[config.mk]
export PLATFORM = sky130hd
export DESIGN_NAME = tacc_uni
export DESIGN_NICKNAME = d
export VERILOG_FILES = /design/src/rtl/tacc_uni.sv
export SDC_FILE = /design/constraint.sdc
export NUM_CORES = 1
export LEC_CHECK = 0
export ABC_AREA = 1
export BUFFER_PORTS_ARGS = -buffer_cell sky130_fd_sc_hd__buf_2
export CAP_MARGIN = 40
export CORE_UTILIZATION = 40
export CTS_CLUSTER_DIAMETER = 60
export DETAILED_ROUTE_END_ITERATION = 10
export SYNTH_ARGS = -nofsm -noshare
export SYNTH_HDL_FRONTEND = slang
export SYNTH_SLANG_ARGS = --single-unit
[constraint.sdc]
create_clock -name clk -period 8.5 [get_ports clk]
set_input_delay 1.275 -clock clk [delete_from_list [all_inputs] [get_ports clk]]
set_output_delay 1.275 -clock clk [all_outputs]
set_load 0.02 [all_outputs]
[src/rtl/tacc_uni.sv]
// Temporal accumulator for unipolar tMUL lanes: counts product-stream 1s over one
// multiply window and hands the saturated binary sum downstream via valid/ready.
module tacc_uni #(
  parameter int LANES = 16,
  parameter int ACCW  = 16
) (
  input  logic             clk,
  input  logic             rst_n,
  input  logic             start,
  input  logic [LANES-1:0] iC,
  input  logic [LANES-1:0] iStop,
  output logic [ACCW-1:0]  oSum,
  output logic             oValid,
  input  logic             iReady,
  output logic             busy
);

  localparam int PCW  = $clog2(LANES + 1);
  localparam int SUMW = ((ACCW > PCW) ? ACCW : PCW) + 1;

  typedef enum logic [1:0] {IDLE, ARM, RUN, DONE} state_e;

  state_e          state_q;
  logic [ACCW-1:0] acc_q;
  logic [ACCW-1:0] acc_d;
  logic [ACCW-1:0] sum_q;
  logic            valid_q;
  logic            busy_q;

  function automatic logic [PCW-1:0] popcount(input logic [LANES-1:0] v);
    logic [PCW-1:0] n;
    n = '0;
    for (int i = 0; i < LANES; i++) n = n + PCW'(v[i]);
    return n;
  endfunction

  // Sum is formed one bit wider than either operand so overflow is visible and clamps.
  function automatic logic [ACCW-1:0] sat_add(input logic [ACCW-1:0] a,
                                              input logic [PCW-1:0]  b);
    logic [SUMW-1:0] s;
    s = SUMW'(a) + SUMW'(b);
    if (|s[SUMW-1:ACCW]) return '1;
    return s[ACCW-1:0];
  endfunction

  assign acc_d = sat_add(acc_q, popcount(iC));

  always_ff @(posedge clk or negedge rst_n) begin
    if (!rst_n) begin
      state_q <= IDLE;
      acc_q   <= '0;
      sum_q   <= '0;
      valid_q <= 1'b0;
      busy_q  <= 1'b0;
    end else begin
      case (state_q)
        IDLE: begin
          if (start) begin
            acc_q   <= '0;
            busy_q  <= 1'b1;
            state_q <= ARM;
          end
        end
        // Multipliers still report stop=1 right after load, so this cycle is skipped.
        ARM: state_q <= RUN;
        RUN: begin
          acc_q <= acc_d;
          if (&iStop) begin
            sum_q   <= acc_d;
            valid_q <= 1'b1;
            busy_q  <= 1'b0;
            state_q <= DONE;
          end
        end
        DONE: begin
          if (iReady) begin
            valid_q <= 1'b0;
            state_q <= IDLE;
          end
        end
        default: state_q <= IDLE;
      endcase
    end
  end

  assign oSum   = sum_q;
  assign oValid = valid_q;
  assign busy   = busy_q;

endmodule

# Word-level counts from Yosys, hierarchy flattened
# Index checks and enable logic that the tools add are counted.
# op_classes
n_addsub,16
n_eq_ne,6
mux,15
reduce_logical,9
# op_table
op,n
5-bit by 1-bit adder with 5-bit output,11
16-bit 2-to-1 mux,3
16-bit case mux with 2 select lines,1
16-bit by 5-bit adder with 17-bit output,1
17-bit AND reduction,1
16-bit AND reduction,1
3-bit AND reduction,3
2-bit case mux with 4 select lines,1
2-bit 2-to-1 mux,3
"2-bit inequality test, second input constant",3
4-bit by 1-bit adder with 5-bit output,1
1-bit 2-to-1 mux,5
3-bit by 1-bit adder with 4-bit output,1
"2-bit == test, second input constant",2
1-bit case mux with 2 select lines,2
2-bit nonzero test,2
2-bit by 1-bit adder with 3-bit output,1
1-bit by 1-bit adder with 2-bit output,1
"2-bit by 1-bit == test with 1-bit output, second input constant",1
2-bit zero test,1
2-bit AND reduction,1
# word_totals
register_bits,36
in_bits,36
output_inout_bits,18
elab_cells,51

# Longest topological paths before layout
# depth
ltp_word,19
mapped_depth,19
depth_no_buf,18

# Worst setup path after synthesis
# Ideal clock, no wire load.
# synth_timing
kind,input -> register
from,input port iC[0]
to,register acc_q[10]
setup_time_ns,0.117
arrival_time_ns,4.674
t_required_ns,8.383
setup_slack_ns,3.710
path_stages,17
n_path_buf,1
path_cell_list,fa_1 -> inv_1 -> fa_1 -> fa_1 -> fa_1 -> fa_1 -> inv_1 -> fa_1 -> nand3_1 -> nand3_2 -> nand2_2 -> nand2_4 -> nand3_4 -> buf_12 -> nand3_2 -> nand2_1 -> nand2_1
# synth_via
elab_chain_len,19
# synth_lines
element,line,text
"start, declared",10,"input logic [LANES-1:0] iC,"
1-bit by 1-bit adder with 2-bit output (*),33,for (int i = 0; i < LANES; i++) n = n + PCW'(v[i]);
2-bit by 1-bit adder with 3-bit output (*),33,
3-bit by 1-bit adder with 4-bit output (*),33,
4-bit by 1-bit adder with 5-bit output (*),33,
5-bit by 1-bit adder with 5-bit output (*) (11 in a row),33,
16-bit by 5-bit adder with 17-bit output (*),41,s = SUMW'(a) + SUMW'(b);
1-bit 2-to-1 mux,42,if (|s[SUMW-1:ACCW]) return '1;
16-bit 2-to-1 mux (*),43,return s[ACCW-1:0];
16-bit case mux with 2 select lines (*),56,case (state_q)
"end signal, assigned",51,acc_q <= '0;
"end signal, assigned",59,acc_q <= '0;
"end signal, assigned",67,acc_q <= acc_d;
"end, declared",24,logic [ACCW-1:0] acc_q;
# Every way passes the cells marked *; elsewhere a longest branch is shown, timed or not.
# A chain may end at the register's enable or synchronous reset.

# Worst setup path after layout
# layout_timing
from,input port iC[0]
to,register acc_q[15]
# The elaborated chain is that of the path after synthesis.

==> metrics.txt <==
status=finished clean; Final Critical Period=4.93 ns; Yosys warnings=0; post-cts hold buffer count=0; placed cell area=2990 um2; maximum vdd ir drop=0.160 mV; worst skew pair latency=0.29 ns; Die Span X=83.6 um; Clk pin slew, worst setup/hold paths=0.07 ns; reg2reg end=acc_q[15]; largest net degree at the start of global routing=37; WL per Instance=11.8 um; hold path endpoint=oSum[12]; vias=2,286; # IOs=54; clock skew=0.00506 ns; leak pwr=0.00184 uW; layout cells sized above 1=20.3%; Fin. Hold Viols=0; RSZ-0062 raised after global routing=false; total global routing track utilization=18.6%; Design Area, Final=3090 um2; first-pass GRT wire length=10,400 um; Pwr Density=263 nW/um2; Vias per Instance=4.66; Post-Syn Nets=418; Die Area=6990 um2; Initial DRC Count=117; aggregate routed wire length=5810 um; DP Wirelength=4530 um; routability cong.=0.856; number of global-route vias before repair=2,378; critical path endpoint category=register; Hold Path Origin=oSum[12]; grt total ovfl=0; Synth Flop Type=dfrtp_1; Yosys reg bits=36; most common cell after layout, fill and taps aside=nand2_1; Core ar.=6390 um2; # DRC=0; CP startpoint kind=input pin; synth top area cells=dfrtp_1, nand2_1, fa_1; cts bufs inserted=5; first drt pass iteration count=4; TritonCTS clock tree=done; Nets=474; Synth cell types=31; die height=83.6 um; WHS Path Cells=2; Resized cells post-CTS=0; fin. max-slew vios=0; post-CTS setup repair buffer count=0; Antenna Violating Nets Remaining=0; f_max=203 MHz; H-Tree Depth=2; Max Cap Viol=0; Slew @ Worst Pin=0.828 ns; r2r startpoint=acc_q[0]; register area share after synthesis=33.8%; WP data required=8.73 ns; Final Util=48.3%; Hold Path Class=register to register; Rel. slew slack=44.8%; CTS root buf=clkbuf_8; WS Path Type=input pin to register; clock sink total=36; reg2reg path depth=15; number of synthesized flops with an enable pin=0; asr flop ratio synth=100%; port bufs=53; fin crit share=58.0%; reg2reg setup slack=4.81 ns; final hold slack=0.474 ns; share of the synthesized area in the top cell type=33.8%; mapped cell area=2660 um2; setup violators final=0; Crit Path Max Fanout=13; CP arrival=5.16 ns; area leader, netlist=dfrtp_1; most frequent cells in the layout=nand2_1, inv_1, buf_2, dfrtp_1, nand3_1; Post-Syn Instances=358; post-route setup TNS=0 ns; Initial Utilization=41.7%; n_diodes=0; worst-case clock buffer depth=2; antenna violations before repair=0; row cnt=29; syn_area_per_cell=7.44 um2; area added between synthesis and finish=15.8%
## where the power goes
part	switching (uW)	internal [uW]
logic	295	182
registers	11.7	189
clock network	60.8	72.2
total	367	444
## through the flow
step	total power, uW	std cells	setup WS (ns)
6_report	811	491	3.57
5_1_grt	902	491	3.35
4_1_cts	822	491	3.54
3_5_place_dp	687	484	3.25
3_3_place_gp	668	483	3.34
2_1_floorplan	588	358	3.71
## registers in the layout (all words and copies together), names as in the netlist
name / cells
acc_q: 16
busy: 1
oSum: 16
oValid: 1
state_q: 2
## final cells by class
cell class	instances	area, um2
fill	663	3300
multi-input combinational	258	1490
sequential	36	901
timing repair buffer	55	284
inverter	58	218
clock buffer	7	96.3
tap	77	96.3
## per-layer routing
layer	wire length [um]	vias to the layer above	track usage [%]
li1	-	1195	-
met3	199	7	3.36
met2	2860	42	31.9
met1	2690	1042	23.7
met4	72	0	5.86
met5	0	-	0
## cells by family (layout without fill, tap and decap cells)
logic type	Yosys count	in the layout	synth area share [%]
simple gates	225	225	38.9
fa+ha+maj	24	24	14.7
xor+xnor	3	3	0.987
buf+inv	64	120	10.2
flops	36	36	33.8
compound gates	6	6	1.36
## cells in the mapped netlist (all sizes together), types with 2 or more instances
cell type / count
a21oi: 2
buf: 5
dfrtp: 36
fa: 12
ha: 12
inv: 58
nand2: 162
nand3: 39
nand4: 3
nor2: 16
nor3: 2
o21ai: 3
xor2: 2
## worst max path at each step
stage	from	end	slack, ns	cells after the start
2_1_floorplan	iC[0]	acc_q[10]	3.71	17
3_3_place_gp	iC[0]	acc_q[11]	3.34	17
3_5_place_dp	iC[0]	acc_q[14]	3.25	17
4_1_cts	iC[0]	acc_q[15]	3.54	17
5_1_grt	iC[0]	acc_q[11]	3.35	17
6_report	iC[0]	acc_q[15]	3.57	17
## critical path, stage by stage
cell and delay, ns:
buf_2 0.11, fa_1 0.53, inv_1 0.05, fa_1 0.47, fa_1 0.53, fa_1 0.43
fa_1 0.36, inv_1 0.12, fa_1 0.26, nand3_1 0.11, nand3_2 0.13, nand2_2 0.09
nand2_4 0.09, nand3_4 0.25, nand3_1 0.21, nand2_1 0.06, nand2_1 0.07
(Power assumes the default switching activity.)
